### config.mk
export PLATFORM = sky130hd
export DESIGN_NAME = sevenseg_scan_display
export DESIGN_NICKNAME = d
export VERILOG_FILES = /design/src/rtl/sevenseg_pkg.sv /design/src/rtl/sevenseg_scan_display_bin2bcd_seq.sv /design/src/rtl/sevenseg_scan_display.sv
export SDC_FILE = /design/constraint.sdc
export NUM_CORES = 1
export LEC_CHECK = 0
export ABC_AREA = 1
export BUFFER_PORTS_ARGS = -buffer_cell sky130_fd_sc_hd__buf_2
export CAP_MARGIN = 15
export CORE_AREA = 2 2 113 115
export DETAILED_ROUTE_END_ITERATION = 10
export DIE_AREA = 0 0 115 117
export SYNTH_ARGS = -nofsm -noshare
export SYNTH_HDL_FRONTEND = slang
export SYNTH_HIERARCHICAL = 1
export SYNTH_SLANG_ARGS = --single-unit
export TNS_END_PERCENT = 100
### constraint.sdc
create_clock -name clk -period 3.3 [get_ports clk]
set_input_delay 0.66 -clock clk [delete_from_list [all_inputs] [get_ports clk]]
set_output_delay 0.66 -clock clk [all_outputs]
set_load 0.01 [all_outputs]
### src/rtl/sevenseg_pkg.sv
// sevenseg_pkg: segment encodings, digit decoder and converter state type
package sevenseg_pkg;
  localparam logic [6:0] SEG_DIGIT [0:9] = '{
    7'b1000000, 7'b1111001, 7'b0100100, 7'b0110000, 7'b0011001,
    7'b0010010, 7'b0000010, 7'b1111000, 7'b0000000, 7'b0010000
  };
  localparam logic [6:0] SEG_R     = 7'b0101111;
  localparam logic [6:0] SEG_F     = 7'b0001110;
  localparam logic [6:0] SEG_DASH  = 7'b0111111;
  localparam logic [6:0] SEG_BLANK = 7'b1111111;
  typedef enum logic {IDLE, CONV} conv_state_e;
  function automatic logic [6:0] bcd_to_seg(input logic [3:0] d);
    return (d > 4'd9) ? SEG_BLANK : SEG_DIGIT[d];
  endfunction
endpackage

### src/rtl/sevenseg_scan_display_bin2bcd_seq.sv
// bin2bcd_seq: sequential shift-add-3 binary to BCD converter, one bit per cycle
module bin2bcd_seq #(
  parameter int VALUE_W    = 16,
  parameter int BCD_DIGITS = 3
) (
  input  logic                    clk,
  input  logic                    rst,
  input  logic                    start,
  input  logic [VALUE_W-1:0]      bin,
  output logic                    busy,
  output logic                    done,
  output logic [4*BCD_DIGITS-1:0] bcd
);
  import sevenseg_pkg::*;
  localparam int BW = 4 * BCD_DIGITS;
  localparam int CW = $clog2(VALUE_W + 1);
  localparam logic [CW-1:0] LAST = CW'(VALUE_W - 1);
  conv_state_e state_q, state_d;
  logic [VALUE_W-1:0] val_q, val_d;
  logic [BW-1:0] bcd_q, bcd_d, adj;
  logic [CW-1:0] cnt_q, cnt_d;
  // Step datapath: done and bcd are combinational so the result can be captured on the final shift edge
  always_comb begin
    state_d = state_q;
    val_d = val_q;
    bcd_d = bcd_q;
    cnt_d = cnt_q;
    done = 1'b0;
    adj = bcd_q;
    for (int i = 0; i < BCD_DIGITS; i++)
      adj[4*i +: 4] = (bcd_q[4*i +: 4] >= 4'd5) ? bcd_q[4*i +: 4] + 4'd3 : bcd_q[4*i +: 4];
    if (state_q == IDLE) begin
      if (start) begin
        state_d = CONV;
        val_d = bin;
        bcd_d = '0;
        cnt_d = '0;
      end
    end else begin
      bcd_d = {adj[BW-2:0], val_q[VALUE_W-1]};
      val_d = val_q << 1;
      cnt_d = cnt_q + 1'b1;
      done = (cnt_q == LAST);
      state_d = done ? IDLE : CONV;
    end
  end
  // Converter state registers
  always_ff @(posedge clk) begin
    if (rst) begin
      state_q <= IDLE;
      val_q <= '0;
      bcd_q <= '0;
      cnt_q <= '0;
    end else begin
      state_q <= state_d;
      val_q <= val_d;
      bcd_q <= bcd_d;
      cnt_q <= cnt_d;
    end
  end
  assign busy = (state_q == CONV);
  assign bcd = bcd_d;
endmodule

### src/rtl/sevenseg_scan_display.sv
// sevenseg_scan_display: multiplexed seven-segment driver with sequential BCD conversion
module sevenseg_scan_display #(
  parameter int NUM_DIGITS    = 4,
  parameter int VALUE_W       = 16,
  parameter int REFRESH_DIV_W = 18,
  parameter int BLANK_CYC     = 16
) (
  input  logic                  clk,
  input  logic                  rst,
  input  logic [VALUE_W-1:0]    value_in,
  input  logic                  load,
  input  logic                  dir,
  input  logic                  blank_lz,
  output logic                  busy,
  output logic [6:0]            SEG,
  output logic                  DP,
  output logic [NUM_DIGITS-1:0] AN
);
  import sevenseg_pkg::*;
  localparam int BD = NUM_DIGITS - 1;
  localparam int IW = (NUM_DIGITS > 1) ? $clog2(NUM_DIGITS) : 1;
  localparam logic [63:0] OVF_LIM = 64'(10 ** BD);
  localparam logic [IW-1:0] LAST_IDX = IW'(NUM_DIGITS - 1);
  localparam logic [REFRESH_DIV_W-1:0] BLANK_LIM = REFRESH_DIV_W'(BLANK_CYC);
  logic done;
  logic [4*BD-1:0] bcd, disp_q, disp_d;
  logic ovf_q, ovf_d, dovf_q, dovf_d, nz, blank;
  logic [REFRESH_DIV_W-1:0] ref_q, ref_d;
  logic [IW-1:0] idx_q, idx_d;
  logic [6:0] seg_all [0:NUM_DIGITS-1];
  bin2bcd_seq #(.VALUE_W(VALUE_W), .BCD_DIGITS(BD)) u_conv (
    .clk(clk), .rst(rst), .start(load), .bin(value_in),
    .busy(busy), .done(done), .bcd(bcd)
  );
  // Overflow is judged at load time and committed to the display together with the digits
  always_comb begin
    ovf_d = (load && !busy) ? (64'(value_in) >= OVF_LIM) : ovf_q;
    disp_d = done ? bcd : disp_q;
    dovf_d = done ? ovf_q : dovf_q;
    ref_d = ref_q + 1'b1;
    idx_d = (ref_q == '1) ? ((idx_q == LAST_IDX) ? '0 : idx_q + 1'b1) : idx_q;
  end
  // Display register and scan counters
  always_ff @(posedge clk) begin
    if (rst) begin
      ovf_q <= 1'b0;
      disp_q <= '0;
      dovf_q <= 1'b0;
      ref_q <= '0;
      idx_q <= '0;
    end else begin
      ovf_q <= ovf_d;
      disp_q <= disp_d;
      dovf_q <= dovf_d;
      ref_q <= ref_d;
      idx_q <= idx_d;
    end
  end
  // Per-digit patterns, scanning from the top numeric digit down to find leading zeros
  always_comb begin
    seg_all = '{default: SEG_BLANK};
    nz = 1'b0;
    seg_all[NUM_DIGITS-1] = dir ? SEG_R : SEG_F;
    for (int k = BD - 1; k >= 0; k--) begin
      nz = nz | (disp_q[4*k +: 4] != 4'd0);
      seg_all[k] = dovf_q ? SEG_DASH :
                   (blank_lz && !nz && k != 0) ? SEG_BLANK : bcd_to_seg(disp_q[4*k +: 4]);
    end
  end
  assign blank = (ref_q < BLANK_LIM);
  assign AN = blank ? '1 : ~(NUM_DIGITS'(1) << idx_q);
  assign SEG = blank ? SEG_BLANK : seg_all[idx_q];
  assign DP = 1'b1;
endmodule
# After elaboration in Yosys (flattened, before gate mapping)

Memories as Yosys holds them, arrays and structs flattened.
Cells that the tools add are included.

Memory bits (read-only): 336
Register bits after elaboration: 68
Memories kept: 3
Output and inout bits: 13
Input port bits: 21

Memories:

| memory          | words | bits a word | read ports | clocked after Yosys merged registers in | write ports | RTL line           | RTL |
|---|---|---|---|---|---|---|---|
| (no name shown) | 16    | 7           | 1          | 0                                       | 0           | sevenseg_pkg.sv:13 | `return (d > 4'd9) ? SEG_BLANK : SEG_DIGIT[d];` |
| (no name shown) | 16    | 7           | 1          | 0                                       | 0           | sevenseg_pkg.sv:13 |  |
| (no name shown) | 16    | 7           | 1          | 0                                       | 0           | sevenseg_pkg.sv:13 |  |

Bitwise logic cells: 6
Muxes and demuxes: 34
$add $sub $neg: 6
Order comparisons: 12
Shifts and indexed selects: 1
Reductions and logical operators: 10
Equal/unequal tests: 3

Operators with widths:

| operator                                                            | number |
|---|---|
| two-way mux 7 bit                                                   | 17 |
| two-way mux 16 bit                                                  | 2 |
| two-way mux 12 bit                                                  | 2 |
| adder 18 x 1 -> 18 bit, second input constant                       | 1 |
| == test 18 bit, second input constant                               | 1 |
| less-than comparator 18 x 5 -> 1 bit, second input constant         | 1 |
| greater-or-equal comparator 16 x 10 -> 1 bit, second input constant | 1 |
| greater-or-equal comparator 5 bit, second input constant            | 3 |
| inverter 4 -> 5 bit                                                 | 3 |
| binary-select mux 7 bit (select 2 bit)                              | 1 |
| greater-or-equal comparator 4 x 3 -> 1 bit, second input constant   | 3 |
| greater-than comparator 4 bit, second input constant                | 3 |
| two-way mux 4 bit                                                   | 3 |
| two-way mux 5 bit                                                   | 2 |
| adder 4 x 2 -> 4 bit, second input constant                         | 2 |
| nonzero test 4 bit                                                  | 2 |
| two-way mux 6 bit                                                   | 1 |
| adder 5 x 1 -> 5 bit, second input constant                         | 1 |
| == test 5 x 4 -> 1 bit, second input constant                       | 1 |
| two-way mux 1 bit                                                   | 4 |
| inverter 4 bit                                                      | 1 |
| << shifter 1 x 2 -> 4 bit, first input constant                     | 1 |
| adder 3 x 2 -> 3 bit, second input constant                         | 1 |
| greater-or-equal comparator 3 bit, second input constant            | 1 |
| 10 further kinds                                                    | 14 |

# Logic depth before layout (Yosys ltp)

Gate-level depths: netlist of the first run.

Depth in word-level cells: 11
Gate-level depth with buffers: 12

# By module

Netlist of the first run, hierarchy kept.

By module, submodules not included:

| module                | area an instance (µm²) | seq. area each (µm²) | times used | cells each |
|---|---|---|---|---|
| sevenseg_scan_display | 2346.0                 | 680.7                | 1          | 363 |
| bin2bcd_seq           | 1851.8                 | 680.7                | 1          | 263 |

# Worst setup path before layout of the first run

No wires, ideal clock.

Kind: input to output
Start point: input port blank_lz
End point: output port SEG[2]
Path slack: 1338 ps
Stages: 10
Arrival time: 1302 ps
Cell sequence: nand2_1 inv_1 nand2_1 nor2_2 nor2_4 nand2_1 nand2_1 nand2_1 nand2_1 nand2_1

Word-level cells in the longest chain between the ends: 7
Elaborated cells on any way between the ends: 10
Classes of those cells: mux (8); reduce/logical (2)

RTL lines:

| what                                                    | RTL line                    | RTL |
|---|---|---|
| start: declaration                                      | sevenseg_scan_display.sv:13 | `input logic blank_lz,` |
| logical AND 1 bit                                       | sevenseg_scan_display.sv:67 | `(blank_lz && !nz && k != 0) ? SEG_BLANK : bcd_to_seg(disp_q[4*k +: 4]);` |
| two-way mux 7 bit                                       | sevenseg_scan_display.sv:67 |  |
| two-way mux 7 bit                                       | sevenseg_scan_display.sv:66 | `seg_all[k] = dovf_q ? SEG_DASH :` |
| binary-select mux 7 bit (select 2 bit) *                | sevenseg_scan_display.sv:72 | `assign SEG = blank ? SEG_BLANK : seg_all[idx_q];` |
| two-way mux 7 bit (implied by the code) * (2 in series) | sevenseg_scan_display.sv:72 |  |
| two-way mux 7 bit *                                     | sevenseg_scan_display.sv:72 |  |
| end: declaration                                        | sevenseg_scan_display.sv:15 | `output logic [6:0] SEG,` |

Every way passes the cells marked *; elsewhere a longest branch is shown, timed or not. The select of a mux whose other input is x is not followed.

# Worst setup path in the final report of the first run

Start point: register disp_q[8]
End point: output port SEG[2]

Word-level cells in the longest chain between the ends: 11
Elaborated cells on any way between the ends: 20
Classes of those cells: order compare (1); mux (11); bitwise (2); reduce/logical (5); memory (1)

RTL lines:

| what                                                    | RTL line                    | RTL |
|---|---|---|
| start: declaration                                      | sevenseg_scan_display.sv:26 | `logic [4*BD-1:0] bcd, disp_q, disp_d;` |
| start signal: assignment                                | sevenseg_scan_display.sv:53 | `disp_q <= disp_d;` |
| inverter 4 -> 5 bit (implied by the code)               | sevenseg_pkg.sv:13          |  |
| memory read (16 x 7 bit)                                | n/a                         |  |
| two-way mux 7 bit (implied by the code) (2 in series)   | sevenseg_pkg.sv:13          |  |
| two-way mux 7 bit                                       | sevenseg_pkg.sv:13          |  |
| two-way mux 7 bit                                       | sevenseg_scan_display.sv:67 |  |
| two-way mux 7 bit                                       | sevenseg_scan_display.sv:66 |  |
| binary-select mux 7 bit (select 2 bit) *                | sevenseg_scan_display.sv:72 |  |
| two-way mux 7 bit (implied by the code) * (2 in series) | sevenseg_scan_display.sv:72 |  |
| two-way mux 7 bit *                                     | sevenseg_scan_display.sv:72 |  |

Marked as above.

==> results.md, run 1 <==
* Status: complete, no violations
* Maximum root-to-sink buffer count at 2
* Yosys warnings at 6
* Mapped Nets at 675
* Largest area contributor in the netlist: dfxtp_1
* Die X at 115 um
* Req. time, crit path at 2.64 ns
* Nets at 703
* Mapped cell area at 0.004198 mm^2
* Slew Limit Fails at 0
* Worst-Margin Slew at 0.6865 ns
* Arrival @ worst endpoint at 1.90 ns
* Routability cong. at 0.9046
* Avg Inst Size Synth at 6.706 um^2
* Synth Instances at 626
* Setup WS post-layout at 0.7386 ns
* Chip Height at 117 um
* GR Util met3 at 2.214%
* Die ar. at 0.01346 mm^2
* ANT cells at 0
* Top post-synthesis cells by area: dfxtp_1 (32%), nand2_1 (15%), ha_1 (8.3%)
* Peak Freq at 390.4 MHz
* Period utilization at 77.62%
* Gr ovfl total at 0
* IO Pins at 34
* Min Clock Period, post-route at 2.561 ns
* TNS Setup at 0 ns
* Leakage at 2.159 nW
* CTS tree: yes
* Final Skew at 0.008009 ns
* PwrDens at 384.3 mW/mm^2
* CP max FO at 7
* CP max-delay cell: dfxtp_1
* DRC errors left at 0
* Share of cells above drive strength 1 at 10.77%
* Setup violations, final at 0
* Initial antenna violation count at 0
* Max_cap viols at 0
* Vias at 3824
* Pin count of the biggest net entering global routing at 27
* WL/cell at 10.92 um
* Post-synth EDFFs at 0
* Prevailing post-synth register cell: dfxtp_1
* Hold violation count in the final report at 0
* Busiest grt layer: met2
* Share of the synthesized area in the top cell type at 32.43%
* Critical Path Max Stage Delay at 0.38 ns
* Slew headroom at 54.18%
* Drt initial violations at 263
* Post-Place Worst Slack at 1.050 ns
* Final wirelength at 8834 um
* Post-CTS setup buffer count at 0
* Clk sinks at 68
* Post-CTS Resized at 0
* Worst hold path type: register to register
* CTS Root Cell: clkbuf_16
* Clk_lat worst skew at 0.32 ns
* Flops & latches, synth at 68
* Total track usage at 13.98%
* GRT met1 Usage at 18.31%
* Area Growth Syn to Fin at 12.31%
* Met2 Use GR at 23.53%
* RSZ-0062 raised after global routing: false
* Vias in the first global route at 3620
* Most used cell, CP: nand2_1
* Synth cell types at 41
* Cell Chain, Critical Path: inv_1 -> ha_1 -> nand2_1 -> inv_1 -> nand2_1 -> nor2_2 -> nor2_4 -> nand2_1 -> nand2_1 -> nand2_1 -> nand2_1 -> nand2_1 -> buf_2
* First-pass GRT wire length at 15640 um
* Core area at 0.01231 mm^2
* H-tree depth at 3
* Num CTS Buffers at 9
* Crit Path Category: register to primary output
* Starting Density at 34.10%
* PortBufs at 32
* Crit. End Element: primary output
* Row count at 41
* Startpoint Class: register
* Maximum VDD drop at 0.0001950 V
* Clock transition at the registers of the reported paths at 0.06 ns
* Vias per cell at 4.727
* Seq/Total Area, Yosys at 32.43%
* Remaining antenna violation count at 0
* Final HPWL DP at 6523 um
* Post-synth ARST share at 0%
* TritonRoute pass-1 iters at 4
* Hold-fix buffers, CTS at 0
cell families after synthesis:
| family | share of synthesized area [%] |
|---|---|
| flops | 32.43 |
| buf+inv | 11.56 |
| fa+ha+maj | 8.346 |
| other cells | 0.08933 |
| simple gates | 31.65 |
| xor+xnor | 0.6260 |
| compound gates | 15.29 |
layout make-up:
class / count / area [um^2]
fillers: 1306 / 7597
clock buffers: 11 / 232.7
well taps: 150 / 187.7
repair buffers: 35 / 182.7
flip-flops and latches: 68 / 1361
clock inverters: 5 / 28.78
multi-input cells: 447 / 2351
inverters: 93 / 370.4
flip-flops by register name (all words and copies together) (netlist names):
| register | flops |
|---|---|
| u_conv/val_q | 16 |
| u_conv/cnt_q | 5 |
| idx_q | 2 |
| u_conv/busy | 1 |
| dovf_q | 1 |
| u_conv/bcd_q | 12 |
| ovf_q | 1 |
| ref_q | 18 |
| disp_q | 12 |
synth_stat cells, types with 2 or more instances:
library cell  instances
buf_4                 3
nand4_1              10
o211ai_1              5
nor4_1                3
o21a_1                3
inv_2                 3
nand3_1              42
buf_2                 5
clkbuf_1              5
o221ai_1              4
a21oi_1              53
dfxtp_1              68
ha_1                 28
or2_2                 2
o21ai_0              40
nor2_1               52
inv_1                86
a22oi_1               7
xor2_1                2
nor3_1                3
nand2_1             172
buf_6                 4
o21ai_1               2
nand2_2               2
nor2_4                6
routing by layer:
layer / part of all wire (%) / vias to the layer above
li1: - / 2069
met1: 51 / 1678
met2: 44 / 70
met3: 4.0 / 7
met4: 1.1 / 0
met5: 0 / -
worst paths after layout:
kind | startpoint | to | slack, ns | depth (start not counted)
hold reg to reg | ref_q[0] | ref_q[0] | 0.45 | 1
setup reg to reg | u_conv/cnt_q[0] | disp_q[8] | 1.44 | 9
hold / removal | ref_q[0] | ref_q[0] | 0.45 | 1
setup / recovery | disp_q[8] | SEG[2] | 0.74 | 13
where the power goes:
group / leakage [nW] / internal [mW] / total (mW) / switching (mW)
clock: 0.133 / 0.504 / 0.837 / 0.333
combinational: 1.47 / 0.0442 / 0.123 / 0.0791
sequential: 0.552 / 0.840 / 0.852 / 0.0114
total: 2.16 / 1.39 / 1.81 / 0.423
cell usage in the layout, fill, tap and decap left out, types with 2 or more instances in the layout:
| cell type | synthesis | layout |
|---|---|---|
| nor3_1 | 3 | 3 |
| nand2_1 | 172 | 172 |
| ha_1 | 28 | 28 |
| nand4_1 | 10 | 10 |
| o221ai_1 | 4 | 4 |
| inv_2 | 3 | 3 |
| clkinv_2 | 0 | 4 |
| a22oi_1 | 7 | 7 |
| nor2_1 | 52 | 52 |
| o21a_1 | 3 | 3 |
| clkbuf_16 | 0 | 9 |
| nand2_2 | 2 | 2 |
| o21ai_0 | 40 | 40 |
| buf_4 | 3 | 3 |
| inv_1 | 86 | 86 |
| xor2_1 | 2 | 2 |
| or2_2 | 2 | 2 |
| nand3_1 | 42 | 42 |
| clkbuf_1 | 5 | 2 |
| nor4_1 | 3 | 3 |
| dfxtp_1 | 68 | 68 |
| a21oi_1 | 53 | 53 |
| o21ai_1 | 2 | 2 |
| o211ai_1 | 5 | 5 |
| buf_2 | 5 | 32 |
| nor2_4 | 6 | 6 |
critical path, delay by kind of cell, from the launching register on:
| kind | cells | cell delay (ns) |
|---|---|---|
| AND/OR/NAND/NOR | 9 | 0.68 |
| buffers and inverters | 3 | 0.27 |
| flip-flops | 1 | 0.38 |
| adder cells (fa/ha/maj) | 1 | 0.23 |
per-stage QoR:
step | hold WS (ns) | instance area [um^2] | instances | utilization, % | power [mW]
2_1_floorplan | 0.4173 | 4198 | 626 | - | 0.9612
4_1_cts | 0.4521 | 4715 | 809 | 38.29 | 1.841
5_1_grt | 0.4624 | 4715 | 809 | 38.29 | 1.904
6_report | 0.4496 | 4715 | 809 | 38.29 | 1.812
3_3_place_gp | 0.4285 | 4453 | 793 | 36.17 | 0.9908
3_5_place_dp | 0.4440 | 4453 | 793 | 36.17 | 0.9931
(Power assumes the default switching activity.)
==> inputs of run 2 (changes only) <==
==> constraint.sdc (replaced) <==
create_clock -name clk -period 2.3 [get_ports clk]
set_input_delay 0.46 -clock clk [delete_from_list [all_inputs] [get_ports clk]]
set_output_delay 0.46 -clock clk [all_outputs]
set_load 0.01 [all_outputs]
==> results.md, run 2 (synthesis gave the netlist of run 1 again) <==
* Core area at 0.01231 mm^2 (unchanged)
* Remaining antenna violation count at 0 (unchanged)
* Final Skew at 0.005438 ns (was 0.008009 ns)
* Req. time, crit path at 1.84 ns (was 2.64 ns)
* Peak Freq at 458.8 MHz
* Vias per cell at 4.804 (was 4.727)
* Vias at 3906 (was 3824)
* Pin count of the biggest net entering global routing at 31 (was 27)
* Chip Height at 117 um (unchanged)
* Post-DP Area at 0.004476 mm^2 (was 0.004453 mm^2)
* Die X at 115 um (unchanged)
* Setup crit end: SEG[6] (was SEG[2])
* Most common cell after layout, fill and taps aside: nand2_1 (unchanged)
* Status: complete, no violations (unchanged)
* PortBufs at 32 (unchanged)
* Worst hold slack at 0.4143 ns (was 0.4496 ns)
* IO Pins at 34 (unchanged)
* Final HPWL DP at 6636 um (was 6523 um)
* Reg with most FFs: ref_q (unchanged)
* Most frequent cells in the layout: nand2_1 (170), inv_1 (80), dfxtp_1 (60) (was nand2_1 (172), inv_1 (86), dfxtp_1 (68))
* Worst R2R Path Depth at 9 (unchanged)
* ANT cells at 0 (unchanged)
* Slew headroom at 57.67% (was 54.18%)
* WL/cell at 11.32 um (was 10.92 um)
* DRC errors left at 0 (unchanged)
* Vias in the first global route at 3646 (was 3620)
* Area Growth Syn to Fin at 15.35% (was 12.31%)
* Routability cong. at 0.8449 (was 0.9046)
* Fin area at 0.004842 mm^2 (was 0.004715 mm^2)
* Num CTS Buffers at 9 (unchanged)
* Crit. End Element: primary output (unchanged)
* CTS tree: yes (unchanged)
* Crit. Startpoint: disp_q[8] (unchanged)
* Clock transition at the registers of the reported paths at 0.06 ns (about the same)
* Crit Path Category: register to primary output (unchanged)
* Gr ovfl total at 0 (unchanged)
* Die ar. at 0.01346 mm^2 (unchanged)
* Setup violations, final at 0 (unchanged)
* Drt initial violations at 193 (was 263)
* Arrival @ worst endpoint at 1.72 ns (was 1.90 ns)
* Clk_lat worst skew at 0.33 ns (was 0.32 ns)
* Maximum root-to-sink buffer count at 2 (unchanged)
* TritonRoute pass-1 iters at 4 (unchanged)
* Final Core Density at 39.33% (was 38.29%)
* Met1 Wirelength at 4676 um (was 4472 um)
* Leakage at 2.194 nW (was 2.159 nW)
* Top Layer Used: met4 (unchanged)
* Worst hold path type: input pin to register (was register to register)
* Starting Density at 34.10% (unchanged)
* Sw power at 0.6213 mW (was 0.4232 mW)
* Flop pwr share at 44.9% (was 47.0%)
* Met3 wire length at 312 um (was 355 um)
* Reg-to-reg slack, setup at 0.54 ns (was 1.44 ns)
* Sw Ratio at 22.93% (was 23.36%)
* Slew Limit Fails at 0 (unchanged)
* First-pass GRT wire length at 15750 um (was 15640 um)
* Worst-Margin Slew at 0.6343 ns (was 0.6865 ns)
* Max_cap viols at 0 (unchanged)
* CTS Root Cell: clkbuf_16 (unchanged)
* Share of cells above drive strength 1 at 15.08% (was 10.77%)
* Total track usage at 14.10% (was 13.98%)
* Min Clock Period, post-route at 2.180 ns
* CP max FO at 3 (was 7)
* Reg2reg start: u_conv/cnt_q[0] (unchanged)
* Reg2reg end: dovf_q (was disp_q[8])
* H-tree depth at 3 (unchanged)
* DR WL met2 at 4095 um (was 3908 um)
* Row count at 41 (unchanged)
* Hold violation count in the final report at 0 (unchanged)
* Gate power share at 6.7% (was 6.8%)
* Clk sinks at 68 (unchanged)
* Largest regs: ref_q: 18 flops, u_conv/val_q: 16 flops (unchanged)
* Initial antenna violation count at 0 (unchanged)
* Post-Place Worst Slack at 0.3079 ns (was 1.050 ns)
* Number of flip-flops in the largest register at 18 (unchanged)
* PwrDens at 559.7 mW/mm^2 (was 384.3 mW/mm^2)
* Setup WS post-layout at 0.1204 ns (was 0.7386 ns)
* Nets at 709 (was 703)
* Maximum VDD drop at 0.0004937 V (was 0.0001950 V)
* Startpoint Class: register (unchanged)
* Final wirelength at 9206 um (was 8834 um)
* Clock share of power at 48.4% (was 46.2%)
* Pint at 2.089 mW (was 1.388 mW)
* Period utilization at 94.77%
## run 2: cell types whose count changed in the layout (fill, tap and decap cells not counted), moves of 3 or more
cell        change
dfxtp_2         +6
nor2_1          -3
inv_2           +3
dfxtp_1         -8
inv_4           +3
clkinvlp_4      +3
buf_4           +6
nor2_2          +3
inv_1           -6
## run 2: how the worst min path moves through the flow
stage / startpoint / to / slack [ns] / cells after the start
finish: value_in[0] / u_conv/val_q[0] / 0.41 / 3
global route: value_in[0] / u_conv/val_q[0] / 0.44 / 3
CTS: value_in[0] / u_conv/val_q[0] / 0.41 / 3
detailed placement: ref_q[0] / ref_q[0] / 0.44 / 1
global placement: ref_q[0] / ref_q[0] / 0.43 / 1
floorplan: ref_q[0] / ref_q[0] / 0.42 / 1
## run 2: worst max-delay path, cell delays in order (launching register included)
cell and delay, ns:
dfxtp_4 0.35, buf_4 0.14, ha_1 0.19, o21a_1 0.19, o21ai_0 0.09, nand2_1 0.10
a21oi_1 0.14, nand2_1 0.06, buf_2 0.13
## run 2: metrics by stage
| step | cells | TNS [ns] | power (mW) |
|---|---|---|---|
| after floorplan | 626 | 0 | 1.379 |
| after global placement | 796 | 0 | 1.423 |
| after detailed placement | 796 | 0 | 1.427 |
| after CTS | 810 | 0 | 2.743 |
| after global routing | 813 | -0.0003765 | 2.820 |
| final | 813 | 0 | 2.710 |
## run 2: metal layers
metal	vias up	GRT usage [%]
met5	-	0
met3	12	2.729
met4	0	4.819
li1	2078	-
met2	62	23.22
met1	1754	18.58
## run 2: power by group through the flow
| stage | registers [mW] | logic (mW) | clock network [mW] |
|---|---|---|---|
| CTS | 1.22 | 0.183 | 1.34 |
| global route | 1.22 | 0.204 | 1.40 |
| detailed placement | 1.25 | 0.182 | 0 |
| global placement | 1.24 | 0.178 | 0 |
| floorplan | 1.24 | 0.137 | 0 |
| finish | 1.22 | 0.181 | 1.31 |
## run 2: final cells by class
cell class	count	area, um^2
clock buffers	9	225.2
clock inverters	5	55.05
fillers	1306	7470
inverters	93	381.6
multi-input cells	447	2389
flip-flops and latches	68	1376
well taps	150	187.7
repair buffers	41	227.7
## run 2: timing repair
item / in CTS / in global routing
setup buffers: 0 / 3
endpoints found under the hold margin: 0 / 0
cloned: 0 / 0
pin swaps: 1 / 4
setup endpoints to repair: 6 / 7
hold buffers: 0 / 0
resized for setup: 2 / 29
